**src/rtl/clk_activity_monitor.sv**
```systemverilog
// N-channel clock-activity monitor: counts synchronized toggle edges per fixed window of clk
// cycles and qualifies each channel as toggling / too fast / lost, with acquire/loss hysteresis.
module clk_activity_monitor #(
  parameter int NCH         = 4,
  parameter int WINDOW      = 1024,
  parameter int CNT_W       = 11,
  parameter int MIN_EDGES   = 16,
  parameter int MAX_EDGES   = 512,
  parameter int ACQ_WIN     = 2,
  parameter int LOSS_WIN    = 2,
  parameter int SYNC_STAGES = 2
) (
  input  logic                 clk,
  input  logic                 rst,
  input  logic [NCH-1:0]       tog_in,
  input  logic [NCH-1:0]       ch_en,
  output logic [NCH-1:0]       toggling,
  output logic [NCH-1:0]       too_fast,
  output logic [NCH-1:0]       lost_pulse,
  output logic [NCH*CNT_W-1:0] edge_count,
  output logic                 window_done
);

  localparam int WIN_W   = (WINDOW < 2) ? 1 : $clog2(WINDOW);
  localparam int MASK_N  = SYNC_STAGES + 1;
  localparam int MASK_W  = $clog2(MASK_N + 1);
  localparam int HYS_MAX = (ACQ_WIN > LOSS_WIN) ? ACQ_WIN : LOSS_WIN;
  localparam int HYS_W   = (HYS_MAX < 2) ? 1 : $clog2(HYS_MAX + 1);

  localparam logic [CNT_W-1:0] CNT_MAX = '1;
  localparam logic [CNT_W-1:0] MIN_C   = CNT_W'(MIN_EDGES);
  localparam logic [CNT_W-1:0] MAX_C   = CNT_W'(MAX_EDGES);
  localparam logic [HYS_W-1:0] ACQ_TOP = HYS_W'(ACQ_WIN - 1);
  localparam logic [HYS_W-1:0] LOS_TOP = HYS_W'(LOSS_WIN - 1);
  localparam logic [WIN_W-1:0] WIN_TOP = WIN_W'(WINDOW - 1);

  // The per-channel FSM state bit is also the toggling output.
  typedef enum logic {DOWN = 1'b0, UP = 1'b1} ch_state_t;

  logic [SYNC_STAGES-1:0] sync_q [NCH];
  logic [NCH-1:0]         prev_q;
  logic [MASK_W-1:0]      mask_q;
  logic [WIN_W-1:0]       win_q;
  logic [CNT_W-1:0]       cnt_q  [NCH];
  logic [CNT_W-1:0]       ecnt_q [NCH];
  logic [HYS_W-1:0]       acq_q  [NCH];
  logic [HYS_W-1:0]       loss_q [NCH];
  ch_state_t              state_q [NCH];
  logic [NCH-1:0]         fast_q;
  logic [NCH-1:0]         lost_q;
  logic                   done_q;

  logic [CNT_W-1:0]       cnt_inc [NCH];
  logic [CNT_W-1:0]       cnt_d   [NCH];
  logic [CNT_W-1:0]       ecnt_d  [NCH];
  logic [HYS_W-1:0]       acq_d   [NCH];
  logic [HYS_W-1:0]       loss_d  [NCH];
  ch_state_t              state_d [NCH];
  logic [NCH-1:0]         fast_d;
  logic [NCH-1:0]         lost_d;
  logic [NCH-1:0]         good;
  logic                   edge_ok;
  logic                   term;

  // Edges are ignored until the synchronizer and prev flop hold real input samples.
  assign edge_ok = (mask_q == MASK_W'(MASK_N));
  assign term    = (win_q == WIN_TOP);

  always_comb begin
    for (int i = 0; i < NCH; i++) begin
      cnt_inc[i] = cnt_q[i];
      if (edge_ok && (sync_q[i][SYNC_STAGES-1] ^ prev_q[i]) && (cnt_q[i] != CNT_MAX))
        cnt_inc[i] = cnt_q[i] + 1'b1;
      good[i] = (cnt_inc[i] >= MIN_C) && (cnt_inc[i] <= MAX_C);
    end
  end

  always_comb begin
    fast_d = fast_q;
    lost_d = '0;
    for (int i = 0; i < NCH; i++) begin
      state_d[i] = state_q[i];
      acq_d[i]   = acq_q[i];
      loss_d[i]  = loss_q[i];
      cnt_d[i]   = cnt_inc[i];
      ecnt_d[i]  = ecnt_q[i];
      if (!ch_en[i]) begin
        state_d[i] = DOWN;
        acq_d[i]   = '0;
        loss_d[i]  = '0;
        cnt_d[i]   = '0;
        ecnt_d[i]  = '0;
        fast_d[i]  = 1'b0;
      end else if (term) begin
        cnt_d[i]  = '0;
        ecnt_d[i] = cnt_inc[i];
        fast_d[i] = (cnt_inc[i] > MAX_C);
        case (state_q[i])
          DOWN: begin
            if (!good[i]) begin
              acq_d[i] = '0;
            end else if (acq_q[i] >= ACQ_TOP) begin
              state_d[i] = UP;
              acq_d[i]   = '0;
              loss_d[i]  = '0;
            end else begin
              acq_d[i] = acq_q[i] + 1'b1;
            end
          end
          UP: begin
            if (good[i]) begin
              loss_d[i] = '0;
            end else if (loss_q[i] >= LOS_TOP) begin
              state_d[i] = DOWN;
              loss_d[i]  = '0;
              acq_d[i]   = '0;
              lost_d[i]  = 1'b1;
            end else begin
              loss_d[i] = loss_q[i] + 1'b1;
            end
          end
          default: state_d[i] = DOWN;
        endcase
      end
    end
  end

  always_ff @(posedge clk) begin
    if (rst) begin
      prev_q <= '0;
      mask_q <= '0;
      win_q  <= '0;
      fast_q <= '0;
      lost_q <= '0;
      done_q <= 1'b0;
      for (int i = 0; i < NCH; i++) begin
        sync_q[i]  <= '0;
        cnt_q[i]   <= '0;
        ecnt_q[i]  <= '0;
        acq_q[i]   <= '0;
        loss_q[i]  <= '0;
        state_q[i] <= DOWN;
      end
    end else begin
      if (!edge_ok) mask_q <= mask_q + 1'b1;
      win_q  <= term ? '0 : win_q + 1'b1;
      fast_q <= fast_d;
      lost_q <= lost_d;
      done_q <= term;
      for (int i = 0; i < NCH; i++) begin
        sync_q[i]  <= {sync_q[i][SYNC_STAGES-2:0], tog_in[i]};
        prev_q[i]  <= sync_q[i][SYNC_STAGES-1];
        cnt_q[i]   <= cnt_d[i];
        ecnt_q[i]  <= ecnt_d[i];
        acq_q[i]   <= acq_d[i];
        loss_q[i]  <= loss_d[i];
        state_q[i] <= state_d[i];
      end
    end
  end

  always_comb begin
    edge_count = '0;
    toggling   = '0;
    for (int i = 0; i < NCH; i++) begin
      edge_count[i*CNT_W +: CNT_W] = ecnt_q[i];
      toggling[i] = (state_q[i] == UP);
    end
  end

  assign too_fast    = fast_q;
  assign lost_pulse  = lost_q;
  assign window_done = done_q;

endmodule

```
**config.mk**
```make
export PLATFORM = sky130hd
export DESIGN_NAME = clk_activity_monitor
export DESIGN_NICKNAME = d
export VERILOG_FILES = /design/src/rtl/clk_activity_monitor.sv
export SDC_FILE = /design/constraint.sdc
export NUM_CORES = 1
export LEC_CHECK = 0
export BUFFER_PORTS_ARGS = -buffer_cell sky130_fd_sc_hd__buf_4
export CORE_ASPECT_RATIO = 1.4
export CORE_MARGIN = 3
export CORE_UTILIZATION = 41
export DETAILED_ROUTE_END_ITERATION = 10
export SYNTH_ARGS = -nofsm -noshare
export SYNTH_HDL_FRONTEND = slang
export SYNTH_SLANG_ARGS = --single-unit
export TNS_END_PERCENT = 20
```
**constraint.sdc**
```tcl
create_clock -name clk -period 7.4 [get_ports clk]
set_clock_uncertainty 0.05 [all_clocks]
set_input_delay 1.48 -clock clk [delete_from_list [all_inputs] [get_ports clk]]
set_output_delay 1.48 -clock clk [all_outputs]
set_load 0.02 [all_outputs]
```
==> metrics.md, run 1 <==
| Metric | Value |
|---|---|
| Synthesized cell area | `6390 um2` |
| R2R Path Start | `win_q[2]` |
| Post-CTS Resized | `0` |
| Peak supply drop | `~0.00016 V` |
| Top-count cell post-synth | `dfxtp_1` |
| Synth top area share | `between 40% and 50%` |
| Die H | `between 150 and 200 um` |
| Starting density of the core | `42.3%` |
| Worst hold slack | `just under 0.4 ns` |
| Worst Min Path Start | `sync_q[1][0]` |
| Hold EP | `sync_q[1][1]` |
| Min Tclk post-route | `3.16 ns` |
| Root buf cell | `clkbuf_16` |
| Delay-heaviest family, CP | `simple AND/OR/NAND/NOR gates` |
| Synthesized instance count | `742` |
| Hold Violations, Final | `0` |
| Crit path launch type | `flop` |
| Top FF cell, synth | `dfxtp_1` |
| GR peak layer | `met2` |
| Mapped Avg Cell Area | `8.62 um2` |
| Post-synth EDFFs | `0` |
| Initial drt markers | `305` |
| Crit Path Class | `reg -> reg` |
| Ys Warns | `0` |
| Setup ws final | `roughly 4.2 ns` |
| Syn_nets | `766` |
| Latest clock arrival within the worst-skew pair | `~0.42 ns` |
| Fin. max-slew vios | `0` |
| Remaining DRCs | `0` |
| Initial antenna violation count | `0` |
| Yosys reg bits | `approximately 140` |
| Area leader, netlist | `dfxtp_1` |
| Bufs and invs on worst path | `0` |
| FF-to-FF path depth | `8` |
| Met3 Usage GRT | `under 10%` |
| Max Clock Freq | `approximately 0.32 GHz` |
| First drt pass iteration count | `4` |
| Setup Fix Bufs, Post-CTS | `0` |
| Power Density | `about 210 nW/um2` |
| R2R setup slack | `~4.2 ns` |
| CP Data Required Time | `7.66 ns` |
| Slew HR | `29.2%` |
| Met2 Use GR | `31.9%` |
| Via count | `around 5,400` |
| GR Util All Layers | `~18%` |
| H-Tree Level Count | `4` |
| Number of hold buffers added after cts | `0` |
| ANT cells | `0` |
| Ranking of synthesized cells by area | `dfxtp_1 (44%), nor2_1 (6.8%), nand2_1 (4.3%)` |
| Core area | `15,100 um2` |
| Clk buf depth | `2` |
| Largest net degree at the start of global routing | `47` |
| Status | `complete, no violations` |
| Via density | `between 5 and 6` |
| WL/cell | `around 15 um` |
| Slew of the pin with the lowest slew margin | `1.06 ns` |
| Detail Route Antenna Nets | `0` |
| Post-synthesis sequential area ratio | `about 44%` |
| HPWL after DPL | `around 11 mm` |
| CP most frequent cell | `and3_1` |
| Worst setup EP type | `flop` |
| Total gr overflow | `0` |
| Vias in the first global route | `approximately 5,600` |
| Die area | `roughly 17,000 um2` |
| TritonCTS clock tree | `done` |
| Clk slew on worst S/H paths | `about 0.060 ns` |
| TNS Setup | `0 ns` |
| Share of cells above drive strength 1 | `roughly 16%` |
| Synth cell types | `a little over 70` |
| RSZ-0062 raised after global routing | `false` |
| Nets | `approximately 820` |
| Lkg Pwr | `~2.8 nW` |
| Final worst-path cycle share | `42.7%` |
| Place WS | `4.22 ns` |
| RePlAce Congestion | `slightly above 0.9` |
| Worst hold path type | `reg -> reg` |
| Crit Reg-Reg Endpoint | `acq_q[3][1]` |
| Max-cap violations | `0` |
| Num Clock Sinks | `141` |
| Worst Hold Path Cells | `1` |
| P&R area growth vs syn | `17.4%` |
| Crit path depth | `8` |
| # setup viols final | `0` |
| Synth cell count leaders | `dfxtp_1 (141), nor2_1 (115), nand2_1 (74)` |
| Final wirelength | `14.8 mm` |
| Die width | `112 um` |
| Worst path cell trace | `and3_1, and3_1, and3_1, and3_2, nor2_1, nand2_1, o21ai_0, a22o_1` |
| First-pass GRT wire length | `between 20 and 30 mm` |
| Fin util | `49.6%` |
| Number of I/O port buffers | `66` |
| CP max stage delay | `~0.8 ns` |
| Num ports | `67` |
| Fraction of registers with async set/reset | `0%` |
| CTS Buf Count | `17` |
| Row cnt | `between 50 and 60` |
| Crit path max-delay cell type | `and3_2` |
| Critical path fanouts, max | `46` |
| WP data arrival | `between 3 and 4 ns` |
| Met1 Use GR | `20.0%` |
-- cell families (layout without fill, tap and decap cells) --
family / Yosys count / count (layout) / share of synthesized area, %
XOR/XNOR: 34 / 34 / 4.89
multiplexers: 18 / 18 / 3.03
AO/OA/AOI/OAI: 142 / 142 / 15.0
AND/OR/NAND/NOR: 335 / 335 / 26.1
flip-flops: 141 / 141 / 44.1
buffers and inverters: 58 / 119 / 4.15
adder cells (fa/ha/maj): 14 / 14 / 2.74
-- sequential cells by signal, summed over array words and instances, names as in the netlist --
register and flops:
loss_q 8, state_q 4, cnt_q 44, ecnt_q 44, window_done 1, win_q 10
prev_q 4, mask_q 2, sync_q 8, acq_q 8, lost_pulse 4, too_fast 4
-- per-layer routing --
layer	part of all wire (%)	up-vias
li1	-	2724
met1	43	2594
met2	52	91
met3	3.1	27
met4	2.0	0
met5	0	-
-- worst reg2reg max path, cell delays in order, from the launching register on --
cell and delay, ns:
dfxtp_1 0.37, and3_1 0.22, and3_1 0.21, and3_1 0.21, and3_2 0.80, nor2_1 0.24
nand2_1 0.43, o21ai_0 0.24, a22o_1 0.28
-- worst max-delay path by stage --
| stage | end | slack (ns) | start |
|---|---|---|---|
| 2_1_floorplan | loss_q[0][1] | 4.92 | cnt_q[0][0] |
| 5_1_grt | acq_q[3][1] | 3.92 | win_q[2] |
| 3_5_place_dp | acq_q[3][1] | 4.22 | win_q[2] |
| 4_1_cts | acq_q[3][1] | 4.20 | win_q[2] |
| 6_report | acq_q[3][1] | 4.24 | win_q[2] |
| 3_3_place_gp | acq_q[3][1] | 4.30 | win_q[2] |
-- layout by cell type, fill, tap and decap left out, drive strengths merged, types with 8 or more instances in the layout --
cell type    n
nand4       14
and3        17
nand3       33
and4        16
buf         67
a21oi       17
and2         8
dfxtp      141
a31oi       11
xnor2       17
clkbuf      19
nand2       75
inv         22
nor3        11
o21ai       45
nor2b       20
mux2i       13
a211oi      17
xor2        17
ha          14
nor2       116
-- area by class of cell --
cell class              instances  area, um2
inverters                      22       82.6
flip-flops and latches        141       2820
multi-input cells             543       3310
clock inverters                11       96.3
clock buffers                  19        453
fillers                      1481       7610
well taps                     192        240
repair buffers                 67        503
-- metrics by stage --
step,std cells,instance area [um2],total power [mW]
final,995,7510,1.61
after global routing,995,7510,1.66
after CTS,995,7510,1.63
after detailed placement,965,6960,0.834
after global placement,965,6960,0.832
after floorplan,742,6390,0.820
-- power by group --
group | switching, mW | internal, mW | total, mW
sequential | 0.00465 | 0.766 | 0.771
clock | 0.321 | 0.473 | 0.794
combinational | 0.0311 | 0.0150 | 0.0461
total | 0.356 | 1.25 | 1.61
Power figures use the tool's default switching activity.
==> run 2, diff against run 1 <==
- clock period: 7.4 -> 2.6 ns (I/O delays scaled with it)
==> run 2 against run 1 <==
Compared with the run above:
- non-clock buffer count rose by 25
- design area rose by 4.9%
- count of clock-buffer cells in the layout rose by 3
- register-to-register slack got worse by 4.1 ns
- critical path depth rose by 1
- first-iteration DRC count fell by 23%
- via count rose by 1.8%
- sequential power rose to 2.9 times the previous value
- cell count rose by 2.7%
- critical endpoint is now acq_q[1][1]
==> metrics.md, run 2 (synthesis gave the netlist of run 1 again) <==
| Metric | Value |
|---|---|
| ANT cells | `0 (unchanged)` |
| Row cnt | `53 (unchanged)` |
| TritonCTS clock tree | `done` |
| Worst setup EP type | `flop` |
| Fin. max-slew vios | `0 (unchanged)` |
| WL/cell | `14.9 um (+0.24%)` |
| Num Clock Sinks | `141 (unchanged)` |
| Fin util | `52.1% (+2.4 points)` |
| Max Clock Freq | `0.401 GHz (+27%)` |
| Crit path depth | `9 (+1)` |
| Final worst-path cycle share | `95.9% (+53 points)` |
| GR Util All Layers | `18.0% (+0.092 points)` |
| Worst Hold Path Cells | `2 (+1)` |
| Largest net degree at the start of global routing | `33 (-30%)` |
| DP Area | `7130 um2 (+2.5%)` |
| Via density | `5.41 (-0.90%)` |
| Min Tclk post-route | `2.49 ns (-0.663 ns)` |
| Placed insts | `988 (+2.4%)` |
| RePlAce Congestion | `0.940 (+3.9%)` |
| Root buf cell | `clkbuf_16` |
| Final wirelength | `15.2 mm (+3.0%)` |
| Peak supply drop | `0.000373 V (+140%)` |
| Vias in the first global route | `5,273 (-5.7%)` |
| Area of the multi-input gates | `3470 um2 (+4.8%)` |
| Layout fillers | `1,429 (-3.5%)` |
| CP Data Required Time | `2.90 ns (-4.76 ns)` |
| # setup viols final | `0 (unchanged)` |
| Die area | `17,200 um2 (unchanged)` |
| Biggest registers after layout | `cnt_q x44, ecnt_q x44, win_q x10` |
| Lkg Pwr | `2.90 nW (+5.1%)` |
| Nets | `841 (+3.1%)` |
| Slew HR | `58.2% (+29 points)` |
| P&R area growth vs syn | `23.1%` |
| Power after layout | `4.66 mW (+190%)` |
| Core area | `15,100 um2 (unchanged)` |
| Number of hold buffers added after cts | `0 (unchanged)` |
| Setup ws final | `0.106 ns (-4.14 ns)` |
| HPWL after DPL | `10.8 mm (+1.6%)` |
| Most frequent cells in the layout | `dfxtp_1 (137), nor2_1 (113), buf_4 (91)` |
| First drt pass iteration count | `4 (unchanged)` |
| Crit Path Class | `reg -> reg` |
| CP most frequent cell | `nand4_1` |
| Via count | `5,533 (+1.8%)` |
| Total gr overflow | `0 (unchanged)` |
| Clk slew on worst S/H paths | `0.06 ns (about the same)` |
| Worst path cell trace | `ha_4, buf_6, nand4_1, nor3_2, xnor2_2, nand4_1, mux2_4, nand4b_1, o21bai_1` |
| Starting density of the core | `42.3% (unchanged)` |
| Critical path fanouts, max | `11 (-76%)` |
| Hold Violations, Final | `0 (unchanged)` |
| Slew of the pin with the lowest slew margin | `0.626 ns (-0.435 ns)` |
| First-pass GRT wire length | `25.7 mm (+0.57%)` |
| CP max stage delay | `0.39 ns (-0.41 ns)` |
| WP data arrival | `2.80 ns (-0.61 ns)` |
| Initial antenna violation count | `0 (unchanged)` |
| Final instance area | `7880 um2 (+4.9%)` |
| Num ports | `67 (unchanged)` |
| Power Density | `592 nW/um2 (+180%)` |
| Die H | `154 um (unchanged)` |
| CTS Buf Count | `17 (unchanged)` |
| Number of I/O port buffers | `66 (unchanged)` |
| Max-cap violations | `0 (unchanged)` |
| Commonest non-fill, non-tap cell in the layout | `dfxtp_1` |
| FF-to-FF path depth | `9 (+1)` |
| Non-Filler Instances | `1,022 (+2.7%)` |
| Detail Route Antenna Nets | `0 (unchanged)` |
| Initial drt markers | `235 (-23%)` |
| Die width | `112 um (unchanged)` |
| RSZ-0062 raised after global routing | `true` |
| Bufs and invs on worst path | `1 (+1)` |
| Worst hold path type | `in -> reg` |
| Clk buf depth | `2 (unchanged)` |
| Status | `complete, no violations` |
| Delay-heaviest family, CP | `simple AND/OR/NAND/NOR gates` |
| Crit path launch type | `flop` |
| H-Tree Level Count | `4 (unchanged)` |
| Crit path max-delay cell type | `dfxtp_1` |
| Remaining DRCs | `0 (unchanged)` |
| Register Area | `2830 um2 (+0.18%)` |
| Latest clock arrival within the worst-skew pair | `0.42 ns (about the same)` |
| Place WS | `0.0452 ns (-4.18 ns)` |
| Share of cells above drive strength 1 | `22.2% (+6.2 points)` |
[run 2: cell count changes in the layout (fill, tap and decap cells not counted), sizes merged]
| cell | change |
|---|---|
| clkinvlp | -2 |
| clkbuf | +3 |
| clkinv | +1 |
| buf | +25 |
[run 2: cell type report]
| cell class | count | area share, % |
|---|---|---|
| multi-input combinational | 543 | 44.0 |
| clock inverter | 10 | 1.14 |
| inverter | 22 | 1.05 |
| timing repair buffer | 92 | 8.82 |
| clock buffer | 22 | 6.02 |
| sequential | 141 | 35.9 |
| tap | 192 | 3.05 |
[run 2: worst register-to-register path: stages (launching register included)]
cell,delay (ns)
dfxtp_1,0.39
ha_4,0.19
buf_6,0.17
nand4_1,0.23
nor3_2,0.29
xnor2_2,0.17
nand4_1,0.20
mux2_4,0.38
nand4b_1,0.20
o21bai_1,0.16
[run 2: what timing repair did]
| item | 4_1_cts | 5_1_grt |
|---|---|---|
| setup endpoints to repair | 1 | 26 |
| pin swaps | 0 | 8 |
| setup buffers | 0 | 2 |
| resized for setup | 2 | 38 |
[run 2: path summary, 6_finish.rpt]
| check | startpoint | slack (ns) | to |
|---|---|---|---|
| min reg2reg | sync_q[1][0] | 0.39 | sync_q[1][1] |
| max | mask_q[0] | 0.11 | acq_q[1][1] |
| max reg2reg | mask_q[0] | 0.11 | acq_q[1][1] |
| min | tog_in[3] | 0.26 | sync_q[3][0] |
[run 2: stage by stage]
stage | hold WS [ns] | setup TNS [ns]
after floorplan | 0.364 | 0
after global placement | 0.366 | 0
after detailed placement | 0.383 | 0
after CTS | 0.247 | 0
after global routing | 0.254 | -0.0683
final | 0.256 | 0
[run 2: where the power goes]
part           total [mW]  switching (mW)  internal (mW)  leakage [nW]
Combinational       0.151          0.0915         0.0592          1.49
Sequential           2.20          0.0178           2.18          1.14
Clock                2.31           0.928           1.39         0.272
[run 2: layer usage]
layer / up-vias / share of wire (%) / routed length [um] / global-route usage (%)
met5: - / 0 / 0 / 0
met4: 0 / 2.0 / 301 / 6.84
met3: 23 / 3.7 / 568 / 4.21
met2: 100 / 51 / 7820 / 31.4
met1: 2643 / 43 / 6520 / 21.5
li1: 2767 / - / - / -
==> run 3, diff against run 2 <==
- CORE_UTILIZATION: 41 -> 47
- PLACE_DENSITY: unset -> 0.69
==> run 3 against run 2 <==
Compared with the run above:
- core utilization rose by 7.8 points
- total power about the same
- register-to-register slack got worse by 0.02 ns
- cell count shrank 1.2%
- combinational power shrank 4%
- sequential share of layout area is 0.23 points higher
- critical endpoint is now acq_q[3][0]
==> metrics.md, run 3 (synthesis gave the netlist of run 1 again) <==
| Metric | Value |
|---|---|
| Status | `complete, no violations` |
| Vias in the first global route | `5,477 (+3.9%)` |
| P&R area growth vs syn | `22.3%` |
| Latest clock arrival within the worst-skew pair | `0.42 ns (about the same)` |
| Worst setup startpoint | `cnt_q[3][0]` |
| Min Tclk post-route | `2.51 ns (+0.0198 ns)` |
| Hold Violations, Final | `0 (unchanged)` |
| Via count | `5,540 (+0.13%)` |
| ANT cells | `0 (unchanged)` |
| Final wirelength | `14.9 mm (-2.3%)` |
| Delay-heaviest family, CP | `simple AND/OR/NAND/NOR gates` |
| Slew HR | `57.3% (-0.82 points)` |
| Row cnt | `49 (-7.5%)` |
| Worst setup EP type | `flop` |
| Remaining DRCs | `0 (unchanged)` |
| Detail Route Antenna Nets | `0 (unchanged)` |
| Non-Filler Instances | `1,010 (-1.2%)` |
| Die area | `15,100 um2 (-12%)` |
| R2R Path Start | `cnt_q[3][0]` |
| Clk slew on worst S/H paths | `0.06 ns (about the same)` |
| CP Data Required Time | `2.91 ns (about the same)` |
| Num Clock Sinks | `141 (unchanged)` |
| Fin util | `59.9% (+7.8 points)` |
| TNS Setup | `0 ns (unchanged)` |
| Lkg Pwr | `2.91 nW (+0.37%)` |
| Starting density of the core | `49.0% (+6.7 points)` |
| Clk buf depth | `2 (unchanged)` |
| H-Tree Level Count | `4 (unchanged)` |
| WL/cell | `14.7 um (-1.2%)` |
| Core area | `13,100 um2 (-14%)` |
| Biggest registers after layout | `cnt_q x44, ecnt_q x44, win_q x10` |
| Crit Path Class | `reg -> reg` |
| Worst Min Path Start | `tog_in[3]` |
| Crit path depth | `9 (unchanged)` |
| Final worst-path cycle share | `96.7% (+0.76 points)` |
| Worst hold slack | `0.261 ns (+0.00522 ns)` |
| Power Density | `597 nW/um2 (+0.79%)` |
| Max Clock Freq | `0.398 GHz (-0.79%)` |
| Die width | `105 um (-6.2%)` |
| Largest net degree at the start of global routing | `46 (+39%)` |
| Bufs and invs on worst path | `0 (-1)` |
| Die H | `144 um (-6.3%)` |
| Crit path max-delay cell type | `dfxtp_2` |
| Peak supply drop | `0.000422 V (+13%)` |
| Share of cells above drive strength 1 | `21.0% (-1.1 points)` |
| Max-cap violations | `0 (unchanged)` |
| RSZ-0062 raised after global routing | `true` |
| Worst hold path type | `in -> reg` |
| First drt pass iteration count | `5 (+1)` |
| GR Util All Layers | `20.1% (+2.1 points)` |
| Via density | `5.49 (+1.3%)` |
| Fin. max-slew vios | `0 (unchanged)` |
| CTS Buf Count | `17 (unchanged)` |
| Initial drt markers | `192 (-18%)` |
| Total gr overflow | `0 (unchanged)` |
| HPWL after DPL | `10.6 mm (-1.7%)` |
| First-pass GRT wire length | `24.9 mm (-3.1%)` |
| Num ports | `67 (unchanged)` |
| # setup viols final | `0 (unchanged)` |
| Number of I/O port buffers | `66 (unchanged)` |
| CP max stage delay | `0.35 ns (-0.04 ns)` |
| Commonest non-fill, non-tap cell in the layout | `dfxtp_1` |
| RePlAce Congestion | `0.889 (-5.4%)` |
| Crit path launch type | `flop` |
| WP data arrival | `2.82 ns (+0.02 ns)` |
| Root buf cell | `clkbuf_16` |
| Most frequent cells in the layout | `dfxtp_1 (138), nor2_1 (113), buf_4 (94)` |
| Worst Hold Path Cells | `2 (unchanged)` |
| Placed insts | `977 (-1.1%)` |
| Worst path cell trace | `ha_1, and4_1, and4_4, nor4b_2, o21ai_0, a211o_1, mux2_2, nor2_1, a22o_1` |
| Critical path fanouts, max | `6 (-5)` |
| TritonCTS clock tree | `done` |
| Nets | `844 (+0.36%)` |
| Initial antenna violation count | `0 (unchanged)` |
| Slew of the pin with the lowest slew margin | `0.638 ns (+0.0123 ns)` |
| FF-to-FF path depth | `9 (unchanged)` |
run 3: power by group:
group | switching [mW] | leakage [nW] | internal (mW)
registers | 0.0132 | 1.14 | 2.18
clock network | 0.905 | 0.272 | 1.42
logic | 0.0893 | 1.50 | 0.0552
total | 1.01 | 2.91 | 3.66
run 3: what timing repair did:
action,CTS,global route
buffers inserted,0,2
resized for setup,1,25
pin swaps,0,2
hold buffers,0,0
endpoints found under the setup margin,1,22
run 3: layout make-up:
type                            count  area, um2
Clock buffer                       20        447
Clock inverter                     11        120
Fill cell                        1162       5240
Inverter                           22       82.6
Multi-Input combinational cell    543       3400
Sequential cell                   141       2830
Tap cell                          178        223
Timing Repair Buffer               95        726
run 3: layer usage:
metal  GRT usage (%)  up-vias  part of all wire [%]
met1            22.7     2592                    42
met2            36.3      141                    52
li1                -     2771                     -
met5               0        -                     0
met4            9.12        0                   2.4
met3            4.78       36                   4.1
run 3: through the flow:
step	setup WS (ns)	area [um2]	power, mW
CTS	0.0101	7720	4.71
finish	0.0861	7820	4.67
global route	-0.0528	7820	4.82
floorplan	0.117	6390	2.33
detailed placement	0.0479	7150	2.38
global placement	0.121	7150	2.38
run 3: worst paths after layout:
check / endpoint / slack (ns)
worst max-delay path: acq_q[3][0] / 0.09
worst min register to register: sync_q[1][1] / 0.39
worst min-delay path: sync_q[3][0] / 0.26
worst max register to register: acq_q[3][0] / 0.09
